### config.mk
export PLATFORM = sky130hd
export DESIGN_NAME = board_io_ctrl
export DESIGN_NICKNAME = d
export VERILOG_FILES = /design/src/rtl/board_io_ctrl.sv
export SDC_FILE = /design/constraint.sdc
export NUM_CORES = 1
export LEC_CHECK = 0
export CAP_MARGIN = 20
export CELL_PAD_IN_SITES_DETAIL_PLACEMENT = 0
export CELL_PAD_IN_SITES_GLOBAL_PLACEMENT = 1
export CORE_AREA = 2 2 114 144
export CTS_CLUSTER_SIZE = 16
export DETAILED_ROUTE_END_ITERATION = 12
export DIE_AREA = 0 0 116 146
export PLACE_DENSITY = 0.79
export REMOVE_ABC_BUFFERS = 1
export SLEW_MARGIN = 20
export SYNTH_ARGS = -nofsm -noshare
export SYNTH_HDL_FRONTEND = slang
export SYNTH_SLANG_ARGS = --single-unit
### constraint.sdc
create_clock -name clk -period 2.3 [get_ports clk]
set_input_delay 0.46 -clock clk [delete_from_list [all_inputs] [get_ports clk]]
set_output_delay 0.46 -clock clk [all_outputs]
set_load 0.005 [all_outputs]
### src/rtl/board_io_ctrl.sv
// Board I/O service block: multiplexed 7-segment scanner, switch synchroniser/debouncer
// and heartbeat, all in the system clock domain.
module board_io_ctrl #(
  parameter int unsigned NUM_OF_ANODES   = 4,
  parameter int unsigned NUM_SWITCHES    = 3,
  parameter int unsigned SCAN_CYCLES     = 12000,
  parameter int unsigned DEBOUNCE_CYCLES = 120000,
  parameter int unsigned HEARTBEAT_BIT   = 23
) (
  input  logic                         clk,
  input  logic                         reset,
  input  logic                         enable_i,
  input  logic [4*NUM_OF_ANODES-1:0]   digits_i,
  input  logic [NUM_OF_ANODES-1:0]     dp_i,
  input  logic [NUM_OF_ANODES-1:0]     blank_i,
  output logic [NUM_OF_ANODES-1:0]     an_o,
  output logic [6:0]                   seg_o,
  output logic                         dp_o,
  input  logic [NUM_SWITCHES-1:0]      sw_i,
  output logic [NUM_SWITCHES-1:0]      sw_o,
  output logic [NUM_SWITCHES-1:0]      sw_rise_o,
  output logic [NUM_SWITCHES-1:0]      sw_fall_o,
  output logic                         heartbeat_o
);

  localparam int unsigned ScanW = $clog2(SCAN_CYCLES);
  localparam int unsigned IdxW  = (NUM_OF_ANODES > 1) ? $clog2(NUM_OF_ANODES) : 1;
  localparam int unsigned DebW  = $clog2(DEBOUNCE_CYCLES + 1);
  localparam int unsigned HbW   = HEARTBEAT_BIT + 1;

  localparam logic [ScanW-1:0] ScanLast = ScanW'(SCAN_CYCLES - 1);
  localparam logic [IdxW-1:0]  IdxLast  = IdxW'(NUM_OF_ANODES - 1);
  localparam logic [DebW-1:0]  DebLast  = DebW'(DEBOUNCE_CYCLES - 1);

  function automatic logic [6:0] hex_to_seg(input logic [3:0] nib);
    unique case (nib)
      4'h0: hex_to_seg = 7'b1000000;
      4'h1: hex_to_seg = 7'b1111001;
      4'h2: hex_to_seg = 7'b0100100;
      4'h3: hex_to_seg = 7'b0110000;
      4'h4: hex_to_seg = 7'b0011001;
      4'h5: hex_to_seg = 7'b0010010;
      4'h6: hex_to_seg = 7'b0000010;
      4'h7: hex_to_seg = 7'b1111000;
      4'h8: hex_to_seg = 7'b0000000;
      4'h9: hex_to_seg = 7'b0010000;
      4'hA: hex_to_seg = 7'b0001000;
      4'hB: hex_to_seg = 7'b0000011;
      4'hC: hex_to_seg = 7'b1000110;
      4'hD: hex_to_seg = 7'b0100001;
      4'hE: hex_to_seg = 7'b0000110;
      default: hex_to_seg = 7'b0001110;
    endcase
  endfunction

  // Scanner
  logic [ScanW-1:0]                 scan_cnt_q, scan_cnt_d;
  logic [IdxW-1:0]                  scan_idx_q, scan_idx_d;
  logic [NUM_OF_ANODES-1:0][3:0]    shadow_dig_q;
  logic [NUM_OF_ANODES-1:0]         shadow_dp_q, shadow_blank_q;
  logic                             shadow_load;
  logic [NUM_OF_ANODES-1:0]         an_q, an_d;
  logic [6:0]                       seg_q, seg_d;
  logic                             dp_q, dp_d;

  always_comb begin
    scan_cnt_d  = scan_cnt_q;
    scan_idx_d  = scan_idx_q;
    shadow_load = ~enable_i;
    an_d        = '1;
    seg_d       = 7'h7F;
    dp_d        = 1'b1;
    if (!enable_i) begin
      scan_cnt_d = '0;
      scan_idx_d = '0;
    end else begin
      if (scan_cnt_q == ScanLast) begin
        scan_cnt_d  = '0;
        scan_idx_d  = (scan_idx_q == IdxLast) ? '0 : scan_idx_q + IdxW'(1);
        // Shadow only refreshes on the frame boundary so a frame never mixes old/new digits
        shadow_load = (scan_idx_q == IdxLast);
      end else begin
        scan_cnt_d = scan_cnt_q + ScanW'(1);
      end
      if (!shadow_blank_q[scan_idx_q]) begin
        an_d  = ~(NUM_OF_ANODES'(1) << scan_idx_q);
        seg_d = hex_to_seg(shadow_dig_q[scan_idx_q]);
        dp_d  = ~shadow_dp_q[scan_idx_q];
      end
    end
  end

  // Debouncer
  logic [NUM_SWITCHES-1:0]            sync1_q, sync2_q;
  logic [NUM_SWITCHES-1:0]            sw_q, sw_d, rise_q, rise_d, fall_q, fall_d;
  logic [NUM_SWITCHES-1:0][DebW-1:0]  deb_cnt_q, deb_cnt_d;

  always_comb begin
    sw_d      = sw_q;
    rise_d    = '0;
    fall_d    = '0;
    deb_cnt_d = deb_cnt_q;
    for (int k = 0; k < NUM_SWITCHES; k++) begin
      if (sync2_q[k] == sw_q[k]) begin
        deb_cnt_d[k] = '0;
      end else if (deb_cnt_q[k] == DebLast) begin
        deb_cnt_d[k] = '0;
        sw_d[k]      = ~sw_q[k];
        rise_d[k]    = ~sw_q[k];
        fall_d[k]    = sw_q[k];
      end else begin
        deb_cnt_d[k] = deb_cnt_q[k] + DebW'(1);
      end
    end
  end

  logic [HbW-1:0] hb_q;

  always_ff @(posedge clk) begin
    if (reset) begin
      scan_cnt_q     <= '0;
      scan_idx_q     <= '0;
      shadow_dig_q   <= '0;
      shadow_dp_q    <= '0;
      shadow_blank_q <= '0;
      an_q           <= '1;
      seg_q          <= 7'h7F;
      dp_q           <= 1'b1;
      sync1_q        <= '0;
      sync2_q        <= '0;
      sw_q           <= '0;
      rise_q         <= '0;
      fall_q         <= '0;
      deb_cnt_q      <= '0;
      hb_q           <= '0;
    end else begin
      scan_cnt_q <= scan_cnt_d;
      scan_idx_q <= scan_idx_d;
      if (shadow_load) begin
        shadow_dig_q   <= digits_i;
        shadow_dp_q    <= dp_i;
        shadow_blank_q <= blank_i;
      end
      an_q      <= an_d;
      seg_q     <= seg_d;
      dp_q      <= dp_d;
      sync1_q   <= sw_i;
      sync2_q   <= sync1_q;
      sw_q      <= sw_d;
      rise_q    <= rise_d;
      fall_q    <= fall_d;
      deb_cnt_q <= deb_cnt_d;
      hb_q      <= hb_q + HbW'(1);
    end
  end

  assign an_o        = an_q;
  assign seg_o       = seg_q;
  assign dp_o        = dp_q;
  assign sw_o        = sw_q;
  assign sw_rise_o   = rise_q;
  assign sw_fall_o   = fall_q;
  assign heartbeat_o = hb_q[HEARTBEAT_BIT];

endmodule

# [Yosys cells after proc, flatten, opt, wreduce, memory -nomap -nowiden]
# Memories as Yosys holds them, arrays and structs flattened. A register that Yosys moved wholly into a read port is not among the register bits.
# Cells that the tools add are included.
[classes] addsub=6 order_cmp=1 n_eq_ne=8 shift=1 n_mux=9 bitwise=12 reduce_logical=12
[op_table] cell="$add 17x1->17 const B" n=3
[op_table] cell="$eq 17x17->1 const B" n=3
[op_table] cell="$add 24x1->24 const B" n=1
[op_table] cell="$reduce_or 3->1" n=8
[op_table] cell="$add 14x1->14 const B" n=1
[op_table] cell="$eq 14x14->1 const B" n=1
[op_table] cell="$not 1->1" n=11
[op_table] cell="$bmux 4 s2" n=1
[op_table] cell="$reduce_and 2->1" n=3
[op_table] cell="$bmux 1 s2" n=2
[op_table] cell="$mux 1" n=4
[op_table] cell="$mux 4" n=1
[op_table] cell="$not 4->4" n=1
[op_table] cell="$shl 1x2->4 const A" n=1
[op_table] cell="$eq 1x1->1" n=3
[op_table] cell="$lt 2x3->1 const B" n=1
[op_table] cell="$add 2x1->2 const B" n=1
[op_table] cell="$eq 2x2->1 const B" n=1
[op_table] cell="$mux 2" n=1
[op_table] cell="$reduce_or 2->1" n=1
[totals] register_bits=135 romBits=112 in_bits=30 out_inout_bits=22 wordCells=75 memories=1
[memory_table] name="(name not given)" depth=16 word_bits=7 rd=1 rd_clocked_by_memory_dff=1 wr=0 line_no="36" rtl="unique case (nib)"

# [Depth between registers and ports, before layout]
# Gate-level depths: netlist of the first run.
[logic_depth] depth_word=3 ltp_mapped=7 mapped_depth_nobuf=6

# [Worst setup path before layout of the first run]
# Ideal clock, no wire load.
[synth_path] path_type="reg-to-reg" from="register scan_idx_q[0]" to="register seg_q[3], in the netlist seg_o[3]" setup_ns=0.118 arrival_time_ns=1.992 t_required_ns=2.182 path_slack_ns=0.190 path_stages_with_launch=8 n_path_buf=1 period_less_slack_ns=2.110 path_cell_list="dfxtp_1 > buf_2 > mux4_2 > inv_1 > ha_1 > inv_1 > mux4_2 > nand2b_1"
[synth_between] elab_chain_cells=3 word_cells_on_any_way=5 cone_classes="4 x mux; 1 x reduce/logical"
[synth_rtl] item="from (decl)" line_no="58" rtl="logic [IdxW-1:0] scan_idx_q, scan_idx_d;"
[synth_rtl] item="from (signal assigned)" line_no="138" rtl="scan_idx_q <= scan_idx_d;"
[synth_rtl] item="$bmux 1 s2" line_no="85" rtl="if (!shadow_blank_q[scan_idx_q]) begin"
[synth_rtl] item="$mux 1 (implied by the code)" line_no="85"
[synth_rtl] item="$reduce_or 3->1 (no source line)"
[synth_rtl] item="to (decl)" line_no="63" rtl="logic [6:0] seg_q, seg_d;"
# Parallel ways exist; a longest one is shown, timed or not. The select of a mux whose other input is x is not followed.
# A chain may end at the register's enable or synchronous reset.

# [Worst setup path in the final report of the first run]
[layout_path] from="register scan_idx_q[1]" to="register seg_q[3], in the netlist seg_o[3]"
# The elaborated chain is that of the path after synthesis.

==> metrics, run 1 <==
Switch Pwr around 0.0012 W; cells traversed along the worst timing path mux4_2, inv_1, ha_1, inv_1, mux4_2, nand2b_1; detailed-route DRC error count 0; share of flip-flops with an asynchronous set or reset 0%; cell type with the highest aggregate area in the netlist sky130_fd_sc_hd__dfxtp_1; Sequential Area 2843 µm²; number of failing hold endpoints at the final stage 0; number of pins exceeding their max-slew limit in the final report 0; Core Util, Final around half; number of setup buffers added after CTS 0; met2 WL post-DR about 6100 µm; number of fill cells approximately 1500; footprint of the multi-input gates 3088 µm²; Tightest Pin Transition 599.2 ps; hold bufs inserted after CTS 0; Port Buffers 51; Via Count 4948; sum of net half-perimeters after detailed placement between 8000 and 9000 µm; sum of negative setup slack 0 ps; Routed WL per cell about 13 µm; source of the worst register-to-register timing path scan_idx_q[1]$_SDFFE_PP0N_; Root Buffer Master sky130_fd_sc_hd__clkbuf_16; portion of synthesized cell area occupied by the leading cell type around 46%; crit path setup slack, layout 273.6 ps; post-placement setup slack 266.6 ps; Synthesis Warnings 0; total number of H-tree levels 4; Critical Path End Type flop; highest routing layer actually used met4; CTS tree done; combinational group share of total power under 10%; Critical Path Max Stage Delay ~560 ps; arrival time at the worst endpoint ~2300 ps; drt first-iter violations 219; number of global-route vias before repair 4913; Core Area roughly 15000 µm²; y dimension of the die 146 µm; required time of the worst setup path 2620 ps; first-pass GRT wire length about 22000 µm; Die Width between 100 and 150 µm; Layout Skew roughly 5.6 ps; global-route usage over all layers ~16%; final critical path time including I/O delays and setup about 2000 ps; internal power 0.004390 W; FMAX 0.4935 GHz; cells resized by post-CTS repair 0; crit share post-route 88.10%; sequential share of the synthesized area between 40 and 50%; Max FO, Critical Path 10; leading cell types by total area after synthesis sky130_fd_sc_hd__dfxtp_1 46%, sky130_fd_sc_hd__nand2_1 5.0%, sky130_fd_sc_hd__nor2_1 4.6%; Antenna Cells 0; worst slew slack as a fraction of its limit roughly 60%; clk sink count around 140; Worst IR Drop VDD 0.4649 mV; maximum count of clock buffers along a single path 2; most frequent cell after synthesis sky130_fd_sc_hd__dfxtp_1; sort of element at the start of the critical path flop; share of total power consumed by net switching approximately a fifth; number of vias per cell approximately 5; number of rows in the core area 51; Power Density between 700 and 800 nW/µm²; iteration count of the initial detailed-routing pass 4; later-pin clock latency in the skew report roughly 420 ps; static leakage power between 2 and 2.5 nW; critical path startpoint scan_idx_q[1]$_SDFFE_PP0N_; unrepaired setup endpoints after global routing no; part of the power in registers 45.4%; count of different cell masters after synthesis 45; Clock power frac between 50% and 60%; min-delay src reset; full die area around 17000 µm²; primary flip-flop cell chosen by synthesis mapping sky130_fd_sc_hd__dfxtp_1; Congestion Overflow GR 0; slowest cell on the critical path sky130_fd_sc_hd__dfxtp_1; Mapped Area 6117 µm²; initial core utilization between 30% and 40%; Top delay family on crit path multiplexers; outcome completed; maximum number of pins on one net before global-route repair 25; TritonCTS buffer count 17; synthesized flop and latch total ~140; routed length on met3 396 µm; number of maximum-capacitance constraint violations 0; type of the worst min-delay path input port to flop; top cells by count, synth 142 x sky130_fd_sc_hd__dfxtp_1, 82 x sky130_fd_sc_hd__nand2_1, 75 x sky130_fd_sc_hd__nor2_1; count of antenna-violating nets left after detailed routing 0; critical path class flop to flop; number of buffer and inverter stages on the critical path 2; Avg Cell Area, Syn around 9 µm²; layout cells sized above 1 approximately 9.2%; GPL Wtd Cong around 0.8; gate count of the mapped netlist about 700; antenna violations before repair 0; total setup violations reported at the end of the flow 0; wirelength, routed roughly 12000 µm; Top Ports 52; Clock Pin Slew Worst Setup and Hold Paths 60 ps; number of nets in the layout slightly below 800; routed length on met1 5551 µm; Post-synth EDFFs 0; area growth from synthesis to final layout 22.60%
## cell type report
cell class / instances / area share, %
Sequential cell: 142 / 37.90
Tap cell: 212 / 3.537
Multi-Input combinational cell: 497 / 41.17
Inverter: 19 / 0.9510
Clock buffer: 19 / 6.039
Timing Repair Buffer: 64 / 8.208
Clock inverter: 13 / 2.186
## power groups by stage
stage	Sequential, W	Clock (W)	Combinational, W
3_5_place_dp	0.00258	0	0.000234
5_1_grt	0.00253	0.00298	0.000259
2_1_floorplan	0.00258	0	0.000105
4_1_cts	0.00253	0.00287	0.000236
3_3_place_gp	0.00258	0	0.000230
6_report	0.00253	0.00280	0.000233
## worst paths after layout
kind / end / slack (ps) / cells past startpoint
setup / recovery: seg_o[3]$_SDFF_PP1_ / 270 / 6
hold / removal: sync2_q[0]$_SDFF_PP0_ / 430 / 2
setup reg to reg: seg_o[3]$_SDFF_PP1_ / 270 / 6
hold reg to reg: sync2_q[1]$_SDFF_PP0_ / 440 / 1
## per-layer routing
metal  GRT usage (%)  vias up
li1                -     2509
met1           18.69     2348
met2           26.14       72
met3           3.915       19
met4           6.905        0
met5               0        -
## registers in the layout, indices dropped and copies added (netlist names), 3 cells and up
name / cells
an_o: 4
deb_cnt_q: 51
hb_q: 24
scan_cnt_q: 14
seg_o: 7
shadow_blank_q: 4
shadow_dig_q: 16
shadow_dp_q: 4
sw_fall_o: 3
sw_o: 3
sw_rise_o: 3
sync1_q: 3
sync2_q: 3
## layout by cell type, fill, tap and decap left out, types with 4 or more instances in the layout
| master | n |
|---|---|
| sky130_fd_sc_hd__o221ai_1 | 5 |
| sky130_fd_sc_hd__nand2_1 | 82 |
| sky130_fd_sc_hd__and3_1 | 9 |
| sky130_fd_sc_hd__nor2b_1 | 9 |
| sky130_fd_sc_hd__or3_1 | 22 |
| sky130_fd_sc_hd__clkbuf_16 | 17 |
| sky130_fd_sc_hd__mux4_2 | 7 |
| sky130_fd_sc_hd__nor3_1 | 13 |
| sky130_fd_sc_hd__buf_4 | 12 |
| sky130_fd_sc_hd__nor2_1 | 75 |
| sky130_fd_sc_hd__nand4_1 | 33 |
| sky130_fd_sc_hd__xor2_1 | 30 |
| sky130_fd_sc_hd__dfxtp_1 | 142 |
| sky130_fd_sc_hd__and2_1 | 4 |
| sky130_fd_sc_hd__or4_1 | 6 |
| sky130_fd_sc_hd__nand2b_1 | 11 |
| sky130_fd_sc_hd__o31ai_1 | 6 |
| sky130_fd_sc_hd__ha_1 | 15 |
| sky130_fd_sc_hd__a21oi_1 | 49 |
| sky130_fd_sc_hd__and4_1 | 8 |
| sky130_fd_sc_hd__a21oi_2 | 4 |
| sky130_fd_sc_hd__nor4_1 | 12 |
| sky130_fd_sc_hd__clkdlybuf4s50_1 | 50 |
| sky130_fd_sc_hd__inv_1 | 19 |
| sky130_fd_sc_hd__clkinvlp_4 | 5 |
| sky130_fd_sc_hd__nand3_1 | 28 |
| sky130_fd_sc_hd__o21ai_0 | 16 |
| sky130_fd_sc_hd__xnor2_1 | 28 |
## worst register-to-register path: stages (launching register included)
cell and delay (ps):
sky130_fd_sc_hd__dfxtp_1 560, sky130_fd_sc_hd__mux4_2 360, sky130_fd_sc_hd__inv_1 100, sky130_fd_sc_hd__ha_1 280
sky130_fd_sc_hd__inv_1 40, sky130_fd_sc_hd__mux4_2 430, sky130_fd_sc_hd__nand2b_1 140
## metrics by stage
step / instance area (µm²) / std cells / total power, W / hold slack, ps
after floorplan: 6002 / 658 / 0.002682 / 412.9
after global placement: 6883 / 934 / 0.002812 / 423.4
after detailed placement: 6883 / 934 / 0.002818 / 427.4
after CTS: 7500 / 966 / 0.005637 / 426.1
after global routing: 7500 / 966 / 0.005771 / 440.2
final: 7500 / 966 / 0.005568 / 430.3
## cells by family after synthesis
group | count (synthesis) | share of synthesized area [%]
adders and majority gates | 15 | 3.068
buffers and inverters | 43 | 3.048
muxes | 12 | 3.436
and+or+nand+nor | 324 | 27.02
AOI/OAI and AO/OA | 88 | 8.652
DFF | 142 | 46.47
xor gates and xnor gates | 58 | 8.304
(Power assumes the default switching activity.)
==> inputs of run 2 (changes only) <==
--- a/config.mk
+++ b/config.mk
@@ -8,11 +8,12 @@
 export CAP_MARGIN = 20
 export CELL_PAD_IN_SITES_DETAIL_PLACEMENT = 0
 export CELL_PAD_IN_SITES_GLOBAL_PLACEMENT = 1
-export CORE_AREA = 2 2 114 144
-export CTS_CLUSTER_SIZE = 16
+export CORE_AREA = 2 2 109 137
+export CTS_CLUSTER_SIZE = 10
 export DETAILED_ROUTE_END_ITERATION = 12
-export DIE_AREA = 0 0 116 146
-export PLACE_DENSITY = 0.79
+export DIE_AREA = 0 0 111 139
+export GPL_TIMING_DRIVEN = 1
+export PLACE_DENSITY = 0.85
 export REMOVE_ABC_BUFFERS = 1
 export SLEW_MARGIN = 20
 export SYNTH_ARGS = -nofsm -noshare
==> run 2 against run 1 <==
Worst setup slack worse by 33 ps. Cell area is 1.3% lower. Wire length shrank 0.38%. Cell count shrank 3.8%. Clock power about the same. Maximum frequency down 1.6%. Combinational power is 2% lower. Highest routed layer unchanged. Core utilization increased by 3.7 points. Via count down 1.2%. First-iteration DRC count shrank 25%. Clock skew is 0.74 ps lower. Critical path depth stayed put.
==> metrics, run 2 (synthesis gave the netlist of run 1 again) <==
first-pass GRT wire length 20980 µm (-3.2%); number of setup buffers added after CTS 0 (unchanged); Layout Cells excl Fill 929 (-3.8%); sort of element at the start of the critical path flop; sum of net half-perimeters after detailed placement 8704 µm (-0.16%); Tightest Pin Transition 523.9 ps (-75.32 ps); total number of H-tree levels 4 (unchanged); number of rows in the core area 49 (-3.9%); maximum count of clock buffers along a single path 2 (unchanged); arrival time at the worst endpoint 2380 ps (+40 ps); Antenna Cells 0 (unchanged); count of antenna-violating nets left after detailed routing 0 (unchanged); Via Count 4890 (-1.2%); number of maximum-capacitance constraint violations 0 (unchanged); Top reg by flops deb_cnt_q; final critical path time including I/O delays and setup 2060 ps (+33.12 ps); Hold Path Depth 1 (-1); Die Width 111 µm (-4.3%); Regs by FF count deb_cnt_q: 51 flops, hb_q: 24 flops, shadow_dig_q: 16 flops; static leakage power 2.459 nW (-0.77%); hold bufs inserted after CTS 0 (unchanged); required time of the worst setup path 2620 ps (about the same); source of the worst register-to-register timing path scan_idx_q[0]$_SDFFE_PP0N_; leading cell types in the layout, fill and taps excluded 142 x sky130_fd_sc_hd__dfxtp_1, 82 x sky130_fd_sc_hd__nand2_1, 75 x sky130_fd_sc_hd__nor2_1; drt first-iter violations 165 (-25%); outcome completed; cell count of the worst reg-to-reg path 6 (unchanged); Power Density 746.7 nW/µm² (+0.58%); area growth from synthesis to final layout 21.01%; TritonCTS buffer count 17 (unchanged); full die area 15430 µm² (-8.9%); iteration count of the initial detailed-routing pass 4 (unchanged); y dimension of the die 139 µm (-4.8%); number of global-route vias before repair 4771 (-2.9%); type of the worst min-delay path flop to flop; number of pins exceeding their max-slew limit in the final report 0 (unchanged); Layout Skew 4.838 ps (-0.7351 ps); Sequential Area 2843 µm² (unchanged); crit share post-route 89.54% (+1.4 points); flip-flop count of the largest register after layout 51 (unchanged); wirelength, routed 12250 µm (-0.38%); Hold Path Sink sync2_q[0]$_SDFF_PP0_; Clock Pin Slew Worst Setup and Hold Paths 60 ps (about the same); critical path class flop to flop; number of vias per cell 5.264 (+2.8%); later-pin clock latency in the skew report 420 ps (about the same); initial core utilization 43.19% (+3.6 points); Critical Path End Type flop; Max FO, Critical Path 6 (-4); Root Buffer Master sky130_fd_sc_hd__clkbuf_16; R2R Path End seg_o[3]$_SDFF_PP1_; worst slew slack as a fraction of its limit 64.75% (+5.1 points); number of nets in the layout 783 (-0.38%); leading cell type in the layout, fill and taps excluded sky130_fd_sc_hd__dfxtp_1; maximum number of pins on one net before global-route repair 25 (unchanged); detailed-route DRC error count 0 (unchanged); setup slack of the most critical reg-to-reg path 240 ps (-30 ps); footprint of the multi-input gates 3088 µm² (unchanged); sum of negative setup slack 0 ps (unchanged); total setup violations reported at the end of the flow 0 (unchanged); GPL Wtd Cong 0.8692 (+9.7%); Congestion Overflow GR 0 (unchanged); cells resized by post-CTS repair 0 (unchanged); Port Buffers 51 (unchanged); Top Ports 52 (unchanged); min-delay src sync1_q[0]$_SDFF_PP0_; layout cells sized above 1 8.655% (-0.50 points); crit path setup slack, layout 240.5 ps (-33.12 ps); FMAX 0.4856 GHz (-1.6%); Routed WL per cell 13.19 µm (+3.6%); Core Util, Final 52.27% (+3.7 points); CTS tree done; number of failing hold endpoints at the final stage 0 (unchanged); unrepaired setup endpoints after global routing no; number of placed instances with taps included 897 (-4.0%); number of fill cells 1307 (-12%); Worst IR Drop VDD 0.5087 mV (+9.4%); post-placement setup slack 237.9 ps (-28.66 ps); Core Area 14160 µm² (-8.3%); antenna violations before repair 0 (unchanged); global-route usage over all layers 16.38% (+0.77 points); clk sink count 142 (unchanged)
==> run 2: changes by cell type in the layout (fill, tap and decap cells not counted) <==
cell,change
sky130_fd_sc_hd__clkinv_2,+2
sky130_fd_sc_hd__clkbuf_8,-2
sky130_fd_sc_hd__inv_6,+1
sky130_fd_sc_hd__buf_4,-2
sky130_fd_sc_hd__clkinvlp_4,-2
sky130_fd_sc_hd__buf_12,-1
sky130_fd_sc_hd__clkbuf_1,+1
==> run 2: routing by layer <==
| layer | wire length, µm | GRT usage, % | up-vias |
|---|---|---|---|
| met2 | 6203 | 28.67 | 70 |
| met5 | 0 | 0 | - |
| met4 | 242 | 6.711 | 0 |
| met1 | 5367 | 18.28 | 2297 |
| li1 | - | - | 2502 |
| met3 | 439 | 5.376 | 21 |
==> run 2: layout make-up <==
cell class	count	area share, %
Timing Repair Buffer	61	7.843
Clock buffer	18	5.798
Clock inverter	14	2.265
Inverter	19	0.9635
Tap cell	178	3.009
Multi-Input combinational cell	497	41.72
Sequential cell	142	38.40
==> run 2: where the power goes <==
part / switching, W / internal [W] / total [W]
clock: 0.00107 / 0.00170 / 0.00277
combinational: 0.000111 / 0.000118 / 0.000229
sequential: 0.0000231 / 0.00251 / 0.00253
total: 0.00120 / 0.00433 / 0.00553
==> run 2: per-stage QoR <==
stage	total power [W]	instance area, µm²	hold slack, ps
detailed placement	0.002813	6805	429.1
finish	0.005527	7402	440.2
global placement	0.002804	6805	416.7
floorplan	0.002682	6002	412.9
global route	0.005719	7402	455.8
CTS	0.005588	7402	439.2
==> run 2: critical path, stage by stage (launching register included) <==
cell                       delay, ps
sky130_fd_sc_hd__dfxtp_1         430
sky130_fd_sc_hd__mux4_2          610
sky130_fd_sc_hd__inv_1           140
sky130_fd_sc_hd__ha_1            140
sky130_fd_sc_hd__inv_1            50
sky130_fd_sc_hd__mux4_2          430
sky130_fd_sc_hd__nand2b_1        150
==> run 2: worst max path at each step <==
stage | start | end
global route | scan_idx_q[0]$_SDFFE_PP0N_ | shadow_dig_q[13]$_SDFFE_PP0P_
finish | scan_idx_q[0]$_SDFFE_PP0N_ | seg_o[3]$_SDFF_PP1_
CTS | scan_idx_q[0]$_SDFFE_PP0N_ | seg_o[3]$_SDFF_PP1_
detailed placement | scan_idx_q[0]$_SDFFE_PP0N_ | seg_o[3]$_SDFF_PP1_
floorplan | scan_idx_q[0]$_SDFFE_PP0N_ | seg_o[3]$_SDFF_PP1_
global placement | scan_idx_q[0]$_SDFFE_PP0N_ | seg_o[3]$_SDFF_PP1_
==> inputs of run 3 (changes only) <==
--- a/config.mk
+++ b/config.mk
@@ -8,13 +8,14 @@
 export CAP_MARGIN = 20
 export CELL_PAD_IN_SITES_DETAIL_PLACEMENT = 0
 export CELL_PAD_IN_SITES_GLOBAL_PLACEMENT = 1
-export CORE_AREA = 2 2 109 137
+export CORE_AREA = 2 2 104 132
 export CTS_CLUSTER_SIZE = 10
 export DETAILED_ROUTE_END_ITERATION = 12
-export DIE_AREA = 0 0 111 139
+export DIE_AREA = 0 0 106 134
 export GPL_TIMING_DRIVEN = 1
-export PLACE_DENSITY = 0.85
+export PLACE_DENSITY = 0.91
 export REMOVE_ABC_BUFFERS = 1
+export SKIP_LAST_GASP = 1
 export SLEW_MARGIN = 20
 export SYNTH_ARGS = -nofsm -noshare
 export SYNTH_HDL_FRONTEND = slang
==> constraint.sdc (replaced) <==
create_clock -name clk -period 2.4 [get_ports clk]
set_input_delay 0.48 -clock clk [delete_from_list [all_inputs] [get_ports clk]]
set_output_delay 0.48 -clock clk [all_outputs]
set_load 0.005 [all_outputs]
==> run 3 against run 2 <==
Die area decreased by 7.9%. Maximum frequency decreased by 1.4%. Cell count decreased by 1.2%. Clock-buffer cell count increased by 5. Largest power group unchanged.
==> metrics, run 3 (synthesis gave the netlist of run 1 again) <==
TritonCTS buffer count 17 (unchanged); clk sink count 142 (unchanged); Routed WL per cell 13.30 µm (+0.81%); Layout Skew 7.550 ps (+2.712 ps); Final Instance Area 7377 µm² (-0.34%); FMAX 0.4790 GHz (-1.4%); drt first-iter violations 175 (+6.1%); Antenna Cells 0 (unchanged); number of rows in the core area 47 (-4.1%); highest routing layer actually used met4; layout cells sized above 1 8.166% (-0.49 points); leading cell types in the layout, fill and taps excluded 142 x sky130_fd_sc_hd__dfxtp_1, 82 x sky130_fd_sc_hd__nand2_1, 75 x sky130_fd_sc_hd__nor2_1; Hold Path Sink sync2_q[2]$_SDFF_PP0_; share of total power consumed by net switching 20.22% (-1.5 points); Core Util, Final 56.76% (+4.5 points); flip-flop count of the largest register after layout 51 (unchanged); combinational group share of total power 4.2% (about the same); static leakage power 2.462 nW (about the same); number of nets in the layout 781 (-0.26%); number of vias per cell 5.342 (+1.5%); sum of negative setup slack 0 ps (unchanged); later-pin clock latency in the skew report 420 ps (about the same); R2R Path End seg_o[3]$_SDFF_PP1_; Via Count 4904 (+0.29%); detailed-route DRC error count 0 (unchanged); met2 WL post-DR 6086 µm (-1.9%); critical path startpoint scan_idx_q[1]$_SDFFE_PP0N_; hold bufs inserted after CTS 0 (unchanged); iteration count of the initial detailed-routing pass 5 (+1); initial core utilization 47.07% (+3.9 points); Clock power frac 49.3% (-0.8 points); number of setup buffers added after CTS 0 (unchanged); worst slew slack as a fraction of its limit 59.37% (-5.4 points); Top Ports 52 (unchanged); total setup violations reported at the end of the flow 0 (unchanged); Core Area 13000 µm² (-8.2%); Critical Path End Type flop; number of global-route vias before repair 4733 (-0.80%); Power Density 707.2 nW/µm² (-5.3%); count of antenna-violating nets left after detailed routing 0 (unchanged); maximum number of pins on one net before global-route repair 51 (+100%); routed length on met1 5373 µm (+0.11%); required time of the worst setup path 2700 ps (+80 ps); min-delay src sync1_q[2]$_SDFF_PP0_; part of the power in registers 46.5% (+0.8 points); number of pins exceeding their max-slew limit in the final report 0 (unchanged); Congestion Overflow GR 0 (unchanged); critical path class flop to flop; number of failing hold endpoints at the final stage 0 (unchanged); Root Buffer Master sky130_fd_sc_hd__clkbuf_16; number of fill cells 1145 (-12%); Switch Pwr 0.001055 W (-12%); Tightest Pin Transition 603.9 ps (+79.99 ps); Max FO, Critical Path 10 (+4); outcome completed; Clock Pin Slew Worst Setup and Hold Paths 60 ps (about the same); instance area after placement 6794 µm² (-0.17%); antenna violations before repair 0 (unchanged); arrival time at the worst endpoint 2390 ps (about the same); GPL Wtd Cong 0.8321 (-4.3%); crit share post-route 86.99% (-2.6 points); sort of element at the start of the critical path flop; y dimension of the die 134 µm (-3.6%); area growth from synthesis to final layout 20.60%; source of the worst register-to-register timing path scan_idx_q[1]$_SDFFE_PP0N_; routed length on met3 521 µm (+19%); first-pass GRT wire length 21000 µm (+0.10%); global-route usage over all layers 18.10% (+1.7 points); leading cell type in the layout, fill and taps excluded sky130_fd_sc_hd__dfxtp_1; Top reg by flops deb_cnt_q; sum of net half-perimeters after detailed placement 8494 µm (-2.4%); Die Width 106 µm (-4.5%); cells resized by post-CTS repair 0 (unchanged); total number of H-tree levels 4 (unchanged); Hold Path Depth 1 (unchanged); setup slack of the most critical reg-to-reg path 310 ps (+70 ps); final critical path time including I/O delays and setup 2088 ps (+28.29 ps); number of maximum-capacitance constraint violations 0 (unchanged); CTS tree done; Port Buffers 51 (unchanged); type of the worst min-delay path flop to flop; internal power 0.004162 W (-3.8%); unrepaired setup endpoints after global routing no; Worst IR Drop VDD 0.5020 mV (-1.3%); cell count of the worst reg-to-reg path 6 (unchanged); wirelength, routed 12210 µm (-0.38%); maximum count of clock buffers along a single path 2 (unchanged); full die area 14200 µm² (-7.9%); Regs by FF count deb_cnt_q: 51 flops, hb_q: 24 flops, shadow_dig_q: 16 flops
run 3: cell types whose count changed in the layout (fill, tap and decap cells not counted):
cell | before | now
sky130_fd_sc_hd__inv_6 | 2 | 0
sky130_fd_sc_hd__clkinv_4 | 2 | 0
sky130_fd_sc_hd__clkinv_2 | 4 | 5
sky130_fd_sc_hd__buf_4 | 10 | 7
sky130_fd_sc_hd__clkinvlp_4 | 3 | 0
sky130_fd_sc_hd__clkbuf_8 | 0 | 5
sky130_fd_sc_hd__buf_12 | 0 | 1
sky130_fd_sc_hd__bufinv_16 | 3 | 2
run 3: per-stage QoR:
stage | hold slack [ps] | instances | total power [W] | setup WS [ps]
2_1_floorplan | 412.9 | 658 | 0.002570 | 219.7
3_5_place_dp | 422.0 | 888 | 0.002695 | 346.0
3_3_place_gp | 423.3 | 888 | 0.002688 | 466.1
4_1_cts | 434.4 | 918 | 0.005260 | 334.9
6_report | 434.2 | 918 | 0.005217 | 312.2
5_1_grt | 450.7 | 918 | 0.005394 | 205.4
run 3: routing by layer:
metal  GRT usage (%)  up-vias
li1                -     2498
met2           30.47       95
met3           4.713       17
met1           21.74     2294
met4           8.041        0
met5               0        -
run 3: area by class of cell:
cell class | instances | area (µm²) | area share, %
Clock buffer | 23 | 498.0 | 6.750
Clock inverter | 7 | 85.08 | 1.153
Inverter | 19 | 71.32 | 0.9668
Multi-Input combinational cell | 497 | 3088 | 41.86
Sequential cell | 142 | 2843 | 38.53
Tap cell | 171 | 214.0 | 2.900
Timing Repair Buffer | 59 | 578.1 | 7.836
run 3: worst max-delay path, cell delays in order (launching register included):
cell                       delay (ps)
sky130_fd_sc_hd__dfxtp_1          570
sky130_fd_sc_hd__mux4_2           360
sky130_fd_sc_hd__inv_1            110
sky130_fd_sc_hd__ha_1             280
sky130_fd_sc_hd__inv_1             50
sky130_fd_sc_hd__mux4_2           440
sky130_fd_sc_hd__nand2b_1         150
run 3: power groups by stage:
| stage | logic [W] | clock network (W) | registers, W |
|---|---|---|---|
| finish | 0.000220 | 0.00257 | 0.00243 |
| global route | 0.000242 | 0.00272 | 0.00243 |
| CTS | 0.000221 | 0.00261 | 0.00243 |
| detailed placement | 0.000220 | 0 | 0.00248 |
| global placement | 0.000213 | 0 | 0.00247 |
| floorplan | 0.000100 | 0 | 0.00247 |
run 3: how the worst max path moves through the flow:
stage	end	cells after the start
4_1_cts	seg_o[3]$_SDFF_PP1_	6
6_report	seg_o[3]$_SDFF_PP1_	6
3_5_place_dp	seg_o[3]$_SDFF_PP1_	6
3_3_place_gp	seg_o[3]$_SDFF_PP1_	6
5_1_grt	seg_o[3]$_SDFF_PP1_	6
2_1_floorplan	seg_o[3]$_SDFF_PP1_	6
